**config.mk**
```make
export PLATFORM = sky130hd
export DESIGN_NAME = wide_alu_sequencer
export DESIGN_NICKNAME = d
export VERILOG_FILES = /design/src/rtl/wide_alu_sequencer_pkg.sv /design/src/rtl/n_bit_ALU.sv /design/src/rtl/wide_alu_sequencer.sv
export SDC_FILE = /design/constraint.sdc
export NUM_CORES = 1
export LEC_CHECK = 0
export ABC_AREA = 0
export CAP_MARGIN = 20
export CORE_MARGIN = 5
export CORE_UTILIZATION = 25
export CTS_BUF_LIST = sky130_fd_sc_hd__clkbuf_4 sky130_fd_sc_hd__clkbuf_8
export CTS_CLUSTER_SIZE = 16
export DETAILED_ROUTE_END_ITERATION = 6
export SLEW_MARGIN = 20
export SYNTH_ARGS = -nofsm -noshare
export SYNTH_HDL_FRONTEND = slang
export SYNTH_SLANG_ARGS = --single-unit
```
**constraint.sdc**
```tcl
create_clock -name clk -period 3 [get_ports clk]
set_input_delay 0.45 -clock clk [delete_from_list [all_inputs] [get_ports clk]]
set_output_delay 0.45 -clock clk [all_outputs]
set_load 0.05 [all_outputs]
```
**src/rtl/wide_alu_sequencer_pkg.sv**
```systemverilog
// rtl/wide_alu_sequencer_pkg.sv - shared FSM encoding and op-code constants for the wide ALU sequencer
package wide_alu_sequencer_pkg;

  // Sequencer states: one slice pass per half, then hold the result until consumed.
  typedef enum logic [1:0] {
    ST_IDLE = 2'd0,
    ST_LO   = 2'd1,
    ST_HI   = 2'd2,
    ST_DONE = 2'd3
  } state_e;

  // Op codes are {ctrl[1:0], cin}; cin selects the B-inverted variant of each function.
  localparam logic [2:0] OP_ADD  = 3'b000;
  localparam logic [2:0] OP_SUB  = 3'b001;
  localparam logic [2:0] OP_OR   = 3'b010;
  localparam logic [2:0] OP_ORN  = 3'b011;
  localparam logic [2:0] OP_AND  = 3'b100;
  localparam logic [2:0] OP_ANDN = 3'b101;
  localparam logic [2:0] OP_NOTA = 3'b110;
  localparam logic [2:0] OP_NOTB = 3'b111;

  localparam logic [1:0] CTRL_ARITH = 2'b00;

  // True for add/sub, the only ops whose carry ripples between slices.
  function automatic logic is_arith(input logic [2:0] op);
    return op[2:1] == CTRL_ARITH;
  endfunction

endpackage

```
**src/rtl/n_bit_ALU.sv**
```systemverilog
// rtl/n_bit_ALU.sv - n-bit slice ALU with add/sub and bitwise functions selected by {ctrl, cin}
module n_bit_ALU
  import wide_alu_sequencer_pkg::*;
#(
  parameter int n = 8
) (
  input  logic [n-1:0] a_i,
  input  logic [n-1:0] b_i,
  input  logic [1:0]   ctrl_i,
  input  logic         cin_i,
  output logic [n-1:0] f_o,
  output logic         cout_o,
  output logic         v_o,
  output logic         z_o
);

  logic [n-1:0] b_eff;
  logic [n:0]   sum;

  // Arithmetic path: cin both inverts B and supplies the +1, so cin=1 gives a - b.
  always_comb begin
    b_eff = cin_i ? ~b_i : b_i;
    sum   = {1'b0, a_i} + {1'b0, b_eff} + {{n{1'b0}}, cin_i};
  end

  // Function select; carry and overflow are meaningful only for add/sub.
  always_comb begin
    f_o    = '0;
    cout_o = 1'b0;
    v_o    = 1'b0;
    unique case ({ctrl_i, cin_i})
      OP_ADD, OP_SUB: begin
        f_o    = sum[n-1:0];
        cout_o = sum[n];
        v_o    = (a_i[n-1] == b_eff[n-1]) && (sum[n-1] != a_i[n-1]);
      end
      OP_OR:   f_o = a_i | b_i;
      OP_ORN:  f_o = a_i | ~b_i;
      OP_AND:  f_o = a_i & b_i;
      OP_ANDN: f_o = a_i & ~b_i;
      OP_NOTA: f_o = ~a_i;
      OP_NOTB: f_o = ~b_i;
      default: f_o = '0;
    endcase
  end

  assign z_o = ~|f_o;

endmodule

```
**src/rtl/wide_alu_sequencer.sv**
```systemverilog
// rtl/wide_alu_sequencer.sv - 2n-bit ALU built by running one n-bit slice over the low then high half
module wide_alu_sequencer
  import wide_alu_sequencer_pkg::*;
#(
  parameter int n = 8
) (
  input  logic           clk,
  input  logic           rst,
  input  logic           in_valid,
  output logic           in_ready,
  input  logic [2:0]     op,
  input  logic [2*n-1:0] a,
  input  logic [2*n-1:0] b,
  output logic           out_valid,
  input  logic           out_ready,
  output logic [2*n-1:0] f,
  output logic           cout,
  output logic           v,
  output logic           z
);

  state_e         state_q;
  logic [2:0]     op_q;
  logic [2*n-1:0] a_q;
  logic [2*n-1:0] b_q;
  logic [n-1:0]   f_lo_q;
  logic           c_lo_q;
  logic           z_lo_q;
  logic [2*n-1:0] f_q;
  logic           cout_q;
  logic           v_q;
  logic           z_q;
  logic           in_ready_q;
  logic           out_valid_q;

  logic [n-1:0]   alu_a;
  logic [n-1:0]   alu_b;
  logic [1:0]     alu_ctrl;
  logic           alu_cin;
  logic [n-1:0]   alu_f;
  logic           alu_cout;
  logic           alu_v;
  logic           alu_z;

  logic [2*n-1:0] f_d;
  logic           cout_d;
  logic           v_d;
  logic           z_d;

  // Slice input mux: low half by default; in HI the carry from LO is chained in.
  // The slice inverts B whenever cin=1, so B is pre-XORed with (op[0]^c_lo) to
  // leave an effective operand of b_hi ^ op[0] while cin carries c_lo.
  always_comb begin
    alu_a    = a_q[n-1:0];
    alu_b    = b_q[n-1:0];
    alu_ctrl = op_q[2:1];
    alu_cin  = op_q[0];
    if (state_q == ST_HI) begin
      alu_a = a_q[2*n-1:n];
      if (is_arith(op_q)) begin
        alu_b   = b_q[2*n-1:n] ^ {n{op_q[0] ^ c_lo_q}};
        alu_cin = c_lo_q;
      end else begin
        alu_b = b_q[2*n-1:n];
      end
    end
  end

  n_bit_ALU #(
    .n(n)
  ) u_slice (
    .a_i   (alu_a),
    .b_i   (alu_b),
    .ctrl_i(alu_ctrl),
    .cin_i (alu_cin),
    .f_o   (alu_f),
    .cout_o(alu_cout),
    .v_o   (alu_v),
    .z_o   (alu_z)
  );

  // Final result assembled from the stored low half and the live high-half slice.
  always_comb begin
    f_d    = {alu_f, f_lo_q};
    z_d    = z_lo_q & alu_z;
    cout_d = is_arith(op_q) ? alu_cout : 1'b0;
    v_d    = is_arith(op_q) ? alu_v : 1'b0;
  end

  // Sequencer FSM with registered handshakes and result; reset overrides everything.
  always_ff @(posedge clk) begin
    if (rst) begin
      state_q     <= ST_IDLE;
      op_q        <= '0;
      a_q         <= '0;
      b_q         <= '0;
      f_lo_q      <= '0;
      c_lo_q      <= 1'b0;
      z_lo_q      <= 1'b0;
      f_q         <= '0;
      cout_q      <= 1'b0;
      v_q         <= 1'b0;
      z_q         <= 1'b0;
      in_ready_q  <= 1'b1;
      out_valid_q <= 1'b0;
    end else begin
      unique case (state_q)
        ST_IDLE: begin
          if (in_valid) begin
            op_q       <= op;
            a_q        <= a;
            b_q        <= b;
            in_ready_q <= 1'b0;
            state_q    <= ST_LO;
          end
        end
        ST_LO: begin
          f_lo_q  <= alu_f;
          c_lo_q  <= alu_cout;
          z_lo_q  <= alu_z;
          state_q <= ST_HI;
        end
        ST_HI: begin
          f_q         <= f_d;
          cout_q      <= cout_d;
          v_q         <= v_d;
          z_q         <= z_d;
          out_valid_q <= 1'b1;
          state_q     <= ST_DONE;
        end
        ST_DONE: begin
          if (out_ready) begin
            out_valid_q <= 1'b0;
            in_ready_q  <= 1'b1;
            state_q     <= ST_IDLE;
          end
        end
        default: state_q <= ST_IDLE;
      endcase
    end
  end

  assign in_ready  = in_ready_q;
  assign out_valid = out_valid_q;
  assign f         = f_q;
  assign cout      = cout_q;
  assign v         = v_q;
  assign z         = z_q;

endmodule
```
# Word-level counts from Yosys, hierarchy flattened
# Cells that the tools add are included.
# totals
out_inout_bits	21
input_bits	39
regBits	68
elab_cells	70
# classes
n_addsub	2
eq_ne	14
bitwise	9
reduce_logical	13
mux	19
# ops
cell	n
case mux 8 bit (7 select lines)	1
2-to-1 mux 8 bit	4
AND 8 bit	2
inverter 8 bit	2
OR 8 bit	2
equality test 3 bit, second input constant	4
adder 8 x 8 -> 9 bit	1
adder 9 x 1 -> 9 bit	1
2-to-1 mux 1 bit	9
case mux 2 bit (4 select lines)	1
OR reduction 8 bit	1
XOR 8 bit	1
equality test 3 x 2 -> 1 bit, second input constant	2
AND reduction 2 bit	3
equality test 2 bit, second input constant	2
zero test 2 bit	2
2-to-1 mux 2 bit	2
!= test 2 bit, second input constant	2
case mux 1 bit (2 select lines)	2
nonzero test 2 bit	2
equality test 3 x 1 -> 1 bit, second input constant	1
zero test 3 bit	1
AND reduction 3 bit	1
equality test 2 x 1 -> 1 bit, second input constant	1
other kinds (7)	7

# Logic depth before layout (Yosys ltp)
# Gate-level depths: netlist of the first run.
# depth
depth_word	12
mapped_depth	16

# Hierarchy
# Synthesis of the first run repeated with hierarchy kept, for this count alone.
# hier_totals
hier_cells	463
hier_area_um2	3733.6
# modules_own_cells
mod	cells_per_inst	area_each_um2	instances	seq_area_each_um2
wide_alu_sequencer	328	2790.2	1	1361.3
n_bit_ALU	135	943.4	1	0.0

# Worst setup path after synthesis of the first run
# No wires, ideal clock.
# synth_path
kind	register to register
startpoint	reg state_q[0]
endpoint	reg z_q, in the netlist z
arrival_ns	3.080
path_stages_with_launch	16
setup_slack_ns	-0.176
t_required_ns	2.904
cell_sequence	dfxtp_1 inv_1 ha_1 buf_6 buf_6 mux2i_1 xnor2_1 inv_1 fa_1 nor2b_1 o22a_1 xor2_1 a221o_1 a311oi_1 nand4b_1 o41ai_2
# synth_between
elab_chain_cells	10
# synth_lines
element	line	rtl
start, declared	wide_alu_sequencer.sv:22	state_e state_q;
start signal, assigned	wide_alu_sequencer.sv:93	state_q <= ST_IDLE;
start signal, assigned	wide_alu_sequencer.sv:114	state_q <= ST_LO;
start signal, assigned	wide_alu_sequencer.sv:121	state_q <= ST_HI;
equality test 2 bit (*)	wide_alu_sequencer.sv:58, wide_alu_sequencer.sv:107	
2-to-1 mux 8 bit	wide_alu_sequencer.sv:58	if (state_q == ST_HI) begin
inverter 8 bit	-	
2-to-1 mux 8 bit	n_bit_ALU.sv:22	b_eff = cin_i ? ~b_i : b_i;
adder 8 x 8 -> 9 bit	n_bit_ALU.sv:23	sum = {1'b0, a_i} + {1'b0, b_eff} + {{n{1'b0}}, cin_i};
adder 9 x 1 -> 9 bit	n_bit_ALU.sv:23	
case mux 8 bit (7 select lines)	n_bit_ALU.sv:31	unique case ({ctrl_i, cin_i})
OR reduction 8 bit	n_bit_ALU.sv:47	assign z_o = ~|f_o;
zero test 1 bit	n_bit_ALU.sv:47	
AND 1 bit	wide_alu_sequencer.sv:85	z_d = z_lo_q & alu_z;
end signal, assigned	wide_alu_sequencer.sv:127	z_q <= z_d;
end, declared	wide_alu_sequencer.sv:32	logic z_q;
# Every way passes the cells marked *; elsewhere a longest branch is shown, timed or not.
# A chain may end at the register's enable or synchronous reset.

# Worst setup path after layout of the first run
# Same ends and word-level chain as after synthesis.

==> results by stage, run 1 <==
Outcome:
- The run finished, with violations left.
- The checks that failed: negative setup slack.

Setup path:
- For the worst setup path, the data arrival time is ~3.5 ns.
- STA classifies the critical path endpoint as a flip-flop.
- The cell family contributing the most delay on the critical path is adder cells.
- Together, buffers and inverters on the worst path number 5.
- The critical path startpoint category is a flip-flop.
- The largest single stage delay on the critical path is ~0.42 ns.
- The highest-delay cell along the critical path is fa_2.
- Walking the worst path, the cells encountered are inv_2 -> ha_4 -> buf_12 -> buf_4 -> mux2_2 -> inv_1 -> fa_2 -> xnor2_1 -> o21ai_0 -> a31oi_1 -> nor3_1 -> buf_4 -> nor2b_1 -> nand4b_1 -> o41ai_2.
- The most frequent cell on the critical path is buf_4.
- The required arrival time at the worst endpoint is 3.27 ns.
- The maximum fanout count along the critical path is 11.
- The classification of the worst setup path is reg -> reg.

STA:
- The final count of hold timing violations came to 0.
- Setup repair after global routing could not meet its margin everywhere.
- For the pin with the worst max-slew slack, the measured transition is around 0.65 ns.
- The highest achievable clock rate is ~320 MHz.
- The total negative slack is -0.291 ns.
- The final cycle utilization of the critical path is 106%.
- The number of slew-limit violations in the final report is 0.
- The routed design could run at a clock period as short as roughly 3.2 ns.
- The clock skew after layout is 0.0120 ns.
- The number of setup violations in the final report is 2.
- The worst pin sits at a relative slew slack of between 50% and 60%.
- Setup slack on the critical path of the routed design comes to -0.172 ns.

Global route:
- The total global routing overflow is 0.
- Entering global routing, the biggest net connects 39 pins.
- The number of global-route vias before repair is approximately 3800.
- The first-pass GRT wire length is 19.2 mm.
- Global routing used 13.0% of the available tracks.
- The initial antenna violation count is 0.

Clock network:
- The clock root buffer is clkbuf_8.
- The clock tree synthesis step divided the H-tree into 3 levels.
- The clock-pin slew of the registers on the worst-case setup and hold paths is about 0.08 ns.
- For this design, the sink count on the clock tree is between 60 and 70.
- The CTS buffer count is 9.
- TritonCTS built the clock tree.
- The worst-case clock buffer depth is 2.
- For the worst-skew pair, the clock arrives at the later sink with an insertion delay of 0.36 ns.

Die:
- The initial core utilization is 25.2%.
- Measured along the y axis, the die boundary spans around 140 um.
- In this run the horizontal extent of the chip is 136 um.
- The number of top-level pins is 60.
- In this run the core area contains 46 standard-cell rows.
- The die covers about 18000 sq um.
- The core box area is roughly 16000 sq um.

Layout:
- Cells with a size suffix above 1 make up between 20% and 30% of the layout.
- The library cell used most frequently in the layout, excluding fill and tap cells, is nand2_1.
- The layout overhead on the synthesized area is 39.4%.
- The number of diodes is 0.
- Leaving out fill and tap cells, the most frequent cells in the layout are 88 x nand2_1, 67 x dfxtp_1, 66 x buf_4, 58 x clkdlybuf4s50_1, 49 x a21oi_1.
- The number of nets in the layout is 649.

Drt:
- After detailed routing, the number of remaining DRC violations is 0.
- The final wirelength is between 10 and 15 mm.
- The number of iterations in the first detailed-routing pass is 4.
- For this block, the via count after detailed routing is roughly 3800.
- In the routed layout, each cell is associated on average with a via count of approximately 4.7.
- The routed wire length per instance is ~14 um.
- Once detail routing completed, the nets flagged for antenna violations numbered 0.
- In this run, the number of DRC markers left after iteration 0 of detailed routing was about 160.

Power:
- The relative contribution of combinational cells to total power is between 50% and 60%.
- For this design the total switching power over the nets is between 1.5 and 2 mW.
- Summed over all cells, the static leakage comes to 2.12 nW.
- The net switching fraction of the power is between 40% and 50%.
- The completed layout was analyzed and its total power is between 4 and 5 mW.
- VDD sags by at most between 200 and 300 uV.
- The power share of the sequential group is approximately 25%.
- The power per standard cell area is 869 nW/um^2.
- The portion of total power attributed to the clock network is 17.8%.
- Cell internal power was estimated by the tool at 2.83 mW.

Synth:
- In the synthesized netlist, the number of instances is 490.
- Counting flops with a built-in enable in the synthesized netlist gives 0.
- For this run, the leading register cell type out of synthesis is dfxtp_1.
- The area of the mapped netlist is 3940 sq um.
- The synthesized design spends more area on one cell type than any other, namely dfxtp_1.
- The number of nets in the synthesized netlist is between 500 and 600.
- Sorting the synthesized cells by area gives the leading types as dfxtp_1 35%, nand2_1 8.4%, mux2i_1 7.9%.
- The Yosys step of the flow raised 0 warnings.
- The sequential fraction of the synthesis area is between 30% and 40%.
- The synthesis-stage register bit count is 68.
- The mean cell area of the mapped netlist is between 8 and 9 sq um.
- Of the post-synthesis cell area, the dominant cell type holds 34.5%.
- In the synthesized netlist the async set-or-reset flop fraction comes to 0%.
- Counting distinct cell types in the post-synthesis netlist gives 67.

Placement:
- The routability-driven placement congestion ratio is between 0.8 and 0.9.
- The HPWL after detailed placement is a little over 9 mm.
- The quantity of I/O buffers inserted on ports is 59.

Run:
- The tool flagged a number of max-cap violations equal to 0.

Min path:
- The worst hold path belongs to the class reg -> reg.
[routing by layer]
layer | part of all wire [%] | vias up | global-route usage, %
li1 | - | 1943 | -
met1 | 45 | 1770 | 15.8
met4 | 3.4 | 0 | 6.22
met5 | 0 | - | 0
met2 | 48 | 69 | 21.7
met3 | 3.2 | 24 | 3.08
[timing repair]
action | in CTS | in global routing
pin swaps | 1 | 4
hold buffers | 0 | 0
buffers inserted | 0 | 0
setup endpoints to repair | 4 | 13
resized for setup | 7 | 13
gates cloned | 0 | 0
[power by group through the flow]
| stage | Sequential, mW | Clock, mW | Combinational (mW) |
|---|---|---|---|
| floorplan | 1.33 | 0 | 1.52 |
| global placement | 1.22 | 0 | 2.60 |
| detailed placement | 1.23 | 0 | 2.64 |
| CTS | 1.21 | 0.879 | 2.67 |
| global route | 1.24 | 0.922 | 2.97 |
| finish | 1.21 | 0.850 | 2.72 |
[area by class of cell]
class | count | area, sq um
inverter | 20 | 75.1
multi-input combinational | 371 | 2450
clock buffer | 9 | 124
fill | 1669 | 10200
tap | 216 | 270
sequential | 68 | 1360
timing repair buffer | 127 | 1110
clock inverter | 7 | 100
[worst paths after layout]
path | from | endpoint | slack [ns] | cells past startpoint
min | a_q[5] | a_q[5] | 0.46 | 2
max reg2reg | state_q[0] | z | -0.17 | 15
min reg2reg | a_q[5] | a_q[5] | 0.46 | 2
max | state_q[0] | z | -0.17 | 15
[cells by family after synthesis]
logic type	count (synthesis)	synth area share, %
adders and majority gates	13	4.32
DFF	68	34.5
xor gates and xnor gates	12	2.67
and+or+nand+nor	187	21.4
AOI/OAI and AO/OA	118	20.2
muxes	41	11.1
buffers and inverters	51	5.74
[cell usage after synthesis (5+ instances only)]
master,number
inv_1,18
nor2b_1,5
clkbuf_1,20
ha_1,12
dfxtp_1,68
nand2_1,88
o21ai_0,11
nand3_1,6
mux2i_1,31
a211oi_1,12
a221oi_1,5
nor2_1,44
a21oi_1,52
mux2_2,7
xnor2_1,9
or3_1,5
nor3_1,13
[flip-flops by register name, indices dropped and copies added (netlist names)]
signal and flops:
a_q 16, b_q 16, f 16, f_lo_q 8, op_q 3, state_q 2, c_lo_q 1, cout 1
in_ready 1, out_valid 1, v 1, z 1, z_lo_q 1
[metrics by stage]
stage	utilization, %	setup WS [ns]	hold WS (ns)	cells	cell area [sq um]
6_report	35.1	-0.172	0.461	818	5490
5_1_grt	35.1	-0.387	0.476	818	5490
4_1_cts	34.8	-0.168	0.464	818	5450
3_5_place_dp	33.2	-0.281	0.452	802	5200
3_3_place_gp	33.2	-0.128	0.449	802	5200
2_1_floorplan	-	-0.0287	0.433	490	3980
[worst min-delay path, delay by kind of cell, from the launching register on]
kind | cells | cell delay, ns
DFF | 1 | 0.32
AOI/OAI and AO/OA | 1 | 0.05
and+or+nand+nor | 1 | 0.05
No activity file was read; power rests on OpenSTA's default activity.
==> inputs of run 2 (changes only) <==
CORE_MARGIN = 4   (was 5)
==> results by stage, run 2 (same netlist as run 1, synthesis figures left out) <==
Die:
- The die is about 130 um tall.
- The core box area is approximately 15000 sq um.
- The horizontal die dimension is roughly 130 um.
- For this design the top-level I/O count stands at 60.
- The floorplan has between 40 and 50 rows.
- The die footprint is 17800 sq um.
- The initial utilization of the core area, before any placement, comes to 25.7%.

Drt:
- The detailed-routed wire length on met2 is between 5 and 6 mm.
- The final layout contains routed wiring with a total length of between 10 and 15 mm.
- Across all layers, the routed design uses 3866 vias.
- The routed wire length per instance is about 15 um.
- Detailed routing placed a total of just under 400 um of wire on met3.
- For this run, design rule violations remaining after detail routing come to 0.
- For this block, wires on met1 add up to 5.56 mm.
- Signal routing reaches up to met4.
- The initial detailed-routing violation count is ~290.
- The number of iterations in the first detailed-routing pass is 5.
- The number of nets with antenna violations after routing is 0.
- Dividing the detail-routed via count by the number of cells gives approximately 4.7.

Setup path:
- The worst setup path is launched from a flip-flop.
- The endpoint class of the critical path is a flip-flop.
- In this design, the stage delay of the slowest critical-path cell is 0.37 ns.
- The reg2reg setup slack is -0.14 ns.
- The critical path goes through inv_2 -> ha_4 -> buf_6 -> and3_4 -> a221oi_4 -> nand2_2 -> fa_2 -> nor2b_2 -> o22a_1 -> xor2_1 -> a221o_1 -> a311oi_2 -> nand4b_1 -> o41ai_2.
- The classification of the worst setup path is reg -> reg.
- The critical path contains buffers and inverters numbering 2 combined.
- The highest-delay cell along the critical path is fa_2.
- The launching instance or port of the critical path is state_q[0].
- For the worst setup path, the data arrival time is 3.41 ns.
- The worst flop-to-flop path startpoint is state_q[0].
- The largest delay contributor family on the critical path is compound AO/OA/AOI/OAI gates.
- Data on the critical path is required at its endpoint by between 3 and 4 ns.
- The maximum fanout count along the critical path is 6.

STA:
- The highest achievable clock rate is between 300 and 400 MHz.
- The final cycle utilization of the critical path is 105%.
- The worst-case setup margin in the final layout is -0.138 ns.
- The remaining max-slew budget at the tightest pin is between 50% and 60%.
- The clock skew after layout is roughly 0.012 ns.
- The clock period minus worst slack is 3.14 ns.
- The worst-margin pin slew is roughly 0.63 ns.
- The number of slew-limit violations in the final report is 0.
- The final count of hold timing violations was 0.
- Setup repair after global routing could not meet its margin everywhere.
- The number of setup violations in the final report is 2.

Layout:
- In the final design database the tool counted approximately 660 nets.
- Leaving out fill and tap cells, the most frequent cell in the layout is nand2_1.
- Cells with a size suffix above 1 make up a little under a quarter of the layout.
- The number of filler instances in the final layout is roughly 1600.
- Registers take approximately 1400 sq um.
- The finished cells cover 5620 sq um.
- Relative to the synthesized area, the layout overhead comes to 42.4%.
- The number of diodes is 0.
- In the layout the commonest cells are 87 x nand2_1, 71 x buf_4, 67 x dfxtp_1, 58 x clkdlybuf4s50_1, 51 x a21oi_1.
- In the final layout, the multi-input gates occupy around 2500 sq um.

Run:
- The max-capacitance violation count is 0.

Global route:
- The initial antenna violation count is 0.
- The first global-routing pass estimated about 20 mm of wire.
- Global routing used between 10% and 20% of the available tracks.
- The number of global-route vias before repair is 3872.
- Global routing finished with a remaining overflow of 0.
- The maximum number of pins on one net before global-route repair is 39.

Outcome:
- The run finished, with violations left.
- The checks that failed: negative setup slack.

Clock network:
- The worst-case clock buffer depth is 2.
- The count of hold-fix buffers inserted at cts is 0.
- The number of sinks handled by clock tree synthesis is 68.
- For the worst-skew pair, the clock arrives at the later sink with an insertion delay of ~0.37 ns.
- The clock tree from TritonCTS is yes.
- The total number of H-tree levels is 3.
- The clock root buffer is clkbuf_8.
- Clock-pin slew was measured on the worst setup and hold paths at about 0.09 ns.
- The number of clock buffers added by TritonCTS is 9.

Placement:
- The HPWL after detailed placement is between 8 and 9 mm.
- The quantity of I/O buffers inserted on ports is slightly below 60.
- The routability-driven placement congestion ratio is roughly 0.89.
- The total placed instance area is slightly above 5000 sq um.
- The placement-stage worst setup slack is -0.376 ns.

Power:
- Summed over all cells, the static leakage comes to 2.19 nW.
- Power spread over the standard cell area amounts to 875 nW/um^2.
- The worst vdd rail ir drop is a little under 300 uV.

Min path:
- The tightest min-delay check is of the reg -> reg type.
- The critical hold path startpoint is a_q[6].
run 2: changes by cell type in the layout (fill, tap and decap cells not counted), sizes merged:
| cell | change |
|---|---|
| clkinvlp | +1 |
| buf | +7 |
| bufinv | -1 |
| inv | +2 |
| clkinv | -2 |
run 2: cell type report:
| class | count | area share, % |
|---|---|---|
| clock buffer | 9 | 2.21 |
| clock inverter | 7 | 1.49 |
| inverter | 20 | 1.34 |
| multi-input combinational | 371 | 45.0 |
| sequential | 68 | 24.3 |
| tap | 211 | 4.70 |
| timing repair buffer | 134 | 21.0 |
run 2: power breakdown:
part           switching (mW)  total, mW  internal, mW
registers               0.144       1.22          1.08
clock network           0.405      0.802         0.398
logic                    1.49       2.89          1.40
total                    2.04       4.91          2.87
run 2: final timing paths:
kind,to,cells past startpoint
worst max-delay path,z_lo_q,14
worst min register to register,a_q[6],2
worst max register to register,z_lo_q,14
worst min-delay path,a_q[6],2
run 2: what timing repair did:
action                     4_1_cts  5_1_grt
setup endpoints to repair        5       16
buffers inserted                 6        3
resized for setup               17       20
cloned                           0        0
pin swaps                        7        9
run 2: routing by layer:
metal | vias to the layer above | track usage [%]
met3 | 16 | 2.76
li1 | 1959 | -
met5 | - | 0
met2 | 85 | 22.2
met4 | 0 | 4.63
met1 | 1806 | 17.5
run 2: stage by stage:
stage	TNS (ns)	util [%]	hold slack (ns)	cells	total power, mW
6_report	-0.204	36.7	0.463	820	4.91
3_3_place_gp	-0.346	33.8	0.450	795	3.82
3_5_place_dp	-0.758	33.8	0.457	795	3.86
4_1_cts	-0.205	36.0	0.469	817	4.80
5_1_grt	-0.803	36.7	0.492	820	5.26
2_1_floorplan	-0.0287	-	0.433	490	2.85
run 2: worst min-delay path: stages (launching register included):
cell and delay (ns):
dfxtp_1 0.31, nand2_1 0.05, a21oi_1 0.05
==> inputs of run 3 (changes only) <==
clock period = 2.95 ns   (was 3 ns; I/O delays follow)
==> results by stage, run 3 (same netlist as run 1, synthesis figures left out) <==
Layout:
- The post-layout instance count excluding filler cells is 825.
- The number of filler instances in the final layout is about 1600.
- Across the whole layout, storage elements account for ~1400 sq um.
- The most common cell after layout, fill and taps aside is nand2_1.
- The fraction of layout instances using a drive strength above 1 is roughly 28%.
- The multi-input combinational cells in the finished layout cover a total of 2660 sq um.
- The area growth from synthesis to layout is 47.0%.
- Leaving out fill and tap cells, the most frequent cells in the layout are 88 x nand2_1, 71 x buf_4, 67 x dfxtp_1, 58 x clkdlybuf4s50_1, 48 x a21oi_1.
- Summing all non-filler instances in the final layout gives an area of about 5800 sq um.
- At the end of the flow, the number of nets in the layout was around 660.
- The number of diodes is 0.
- The final core utilization is between 30% and 40%.

STA:
- The final count of hold timing violations was 0.
- Setup repair after global routing could not meet its margin everywhere.
- After layout, the worst path uses 108% of the clock period.
- The highest achievable clock rate is ~310 MHz.
- After layout, the minimum clock period comes to ~3.2 ns.
- For the pin with the worst max-slew slack, the measured transition is between 0.7 and 0.8 ns.
- The number of setup violations in the final report is 2.
- The worst-case setup margin in the final layout is -0.226 ns.
- Hold timing on the final database bottoms out at a slack of around 0.46 ns.
- Measured against its own limit, the worst slew margin works out to approximately half.
- The number of slew-limit violations in the final report is 0.
- The clock skew after layout is approximately 0.0098 ns.
- Summed over all failing endpoints, the final setup total negative slack is -0.432 ns.

Power:
- The internal portion of the total power is a little under 3 mW.
- Power spread over the standard cell area amounts to between 800 and 900 nW/um^2.
- The share of total power dissipated in combinational logic is between 60 and 70%.
- The power share of the sequential group is about a quarter.
- The worst vdd rail ir drop is 321 uV.
- Summed over all cells, the static leakage comes to around 2.2 nW.
- In this run switching power makes up about two fifths of total power.
- The portion of total power attributed to the clock network is about an eighth.
- The switching power of the nets is about 2.1 mW.

Global route:
- Global routing used ~13% of the available tracks across all layers.
- The number of global-route vias before repair is between 3000 and 4000.
- The met2 track utilization from global routing is 22.2%.
- The initial antenna violation count was 0.
- The first-pass GRT wire length is 19.4 mm.
- The maximum number of pins on one net before global-route repair is 39.
- Global routing consumed, on the met3 layer, under 10% of the routing resources.
- met2 is the most crowded layer.
- After global routing the overflow that remains totals 0.
- In the global route stage, met1 resource usage came out at 16.9%.

Clock network:
- The count of hold-fix buffers inserted at cts is 0.
- Clock tree synthesis inserted a total of 9 buffers.
- Counting along the longest clock path gives a buffer depth of 2.
- After clock tree synthesis, the clock-pin slew on the worst setup and hold paths is around 0.08 ns.
- The clock root buffer is clkbuf_8.
- TritonCTS built the clock tree.
- The insertion delay of the later-clocked pin in the worst-skew pair is approximately 0.35 ns.
- The tree built by TritonCTS fans out to between 60 and 70 sinks.
- The H-tree was split into 3 levels.

Setup path:
- The critical path startpoint category is a flip-flop.
- Data on the critical path is required at its endpoint by 3.22 ns.
- The endpoint class of the critical path is a flip-flop.
- Of all nets on the critical path, the largest fanout is 7.
- The delay contributed by the slowest stage of the critical path is just under 0.4 ns.
- The critical path arrival is about 3.4 ns.
- Traced cell by cell, the critical path runs through inv_2 -> ha_4 -> buf_8 -> nor3b_4 -> a221oi_4 -> nand2_1 -> fa_2 -> nor2b_2 -> o22a_1 -> xor2_2 -> a221o_1 -> a311oi_2 -> nand4b_1 -> o41ai_2.
- The highest-delay cell along the critical path is fa_2.
- The classification of the worst setup path is reg -> reg.

Drt:
- In this run the remaining antenna-violating nets after routing total 0.
- The initial detailed-routing violation count is 188.
- The number of iterations in the first detailed-routing pass is 4.
- Dividing the detail-routed wire length by the instance count gives around 14 um.
- In the routed layout, each cell is associated on average with a via count of between 4 and 5.
- The via count is a little under 4000.
- The final layout contains routed wiring with a total length of approximately 12 mm.
- The count of unresolved DRC violations after routing is 0.

Die:
- For this configuration, the core starts out at a cell density of about 26%.
- The die footprint is ~18000 sq um.
- The number of placement rows is 45.
- The floorplan step set the die width to between 100 and 150 um.
- The die height is ~130 um.
- The number of top-level pins is 60.
- The core box area is between 15000 and 20000 sq um.

Min path:
- The worst hold path belongs to the class reg -> reg.

Placement:
- Once placement finished, the instance area stood at 5190 sq um.
- During placement, the flow inserted port buffers numbering just under 60.
- The number of placed instances, taps included is about 800.
- The wire-length estimate of the detail-placed layout is 9.08 mm.
- At the end of routability-driven placement, the weighted congestion stood at roughly 0.96.

Outcome:
- The final reports fail on negative setup slack.
- The flow ran to the end, but the final reports show violations.

Run:
- The max-capacitance violation count is 0.
[run 3: cell count changes in the layout (fill, tap and decap cells not counted), sizes merged]
cell and change:
clkinvlp +1, inv -3, buf +6, clkinv +2, bufinv -1
[run 3: metrics by stage]
step / power [mW] / setup slack (ns)
2_1_floorplan: 2.90 / -0.0516
3_3_place_gp: 3.89 / -0.234
3_5_place_dp: 3.93 / -0.337
4_1_cts: 4.72 / -0.155
5_1_grt: 5.44 / -0.393
6_report: 5.07 / -0.226
[run 3: critical path, delay by kind of cell (launching register included)]
family / cells / cell delay (ns)
compound gates: 5 / 1.29
simple gates: 4 / 0.60
fa+ha+maj: 2 / 0.58
flops: 1 / 0.34
buf+inv: 2 / 0.20
xor+xnor: 1 / 0.09
[run 3: final timing paths]
path,from,to,slack (ns),cells past startpoint
worst min-delay path,a_q[6],a_q[6],0.46,2
worst max-delay path,state_q[0],z_lo_q,-0.23,14
worst min register to register,a_q[6],a_q[6],0.46,2
worst max register to register,state_q[0],z_lo_q,-0.23,14
[run 3: timing repair]
item	4_1_cts	5_1_grt
endpoints found under the setup margin	9	17
endpoints found under the hold margin	0	0
pin swaps	8	19
gates resized for setup	16	53
buffers inserted	6	9
[run 3: power by group through the flow]
stage	combinational [mW]	sequential, mW	clock (mW)
after floorplan	1.55	1.35	0
after global placement	2.64	1.25	0
after detailed placement	2.68	1.25	0
after CTS	2.79	1.24	0.689
after global routing	3.43	1.28	0.725
final	3.15	1.25	0.667
[run 3: per-layer routing]
metal,vias to the layer above,routed length [um]
met1,1815,5530
met5,-,0
met2,72,5730
met3,15,420
met4,0,271
li1,1976,-
[run 3: layout make-up]
type | instances | area share [%]
flip-flops and latches | 68 | 23.5
repair buffers | 140 | 21.8
clock buffers | 9 | 2.14
multi-input cells | 371 | 45.9
inverters | 20 | 1.30
clock inverters | 6 | 0.734
well taps | 211 | 4.56
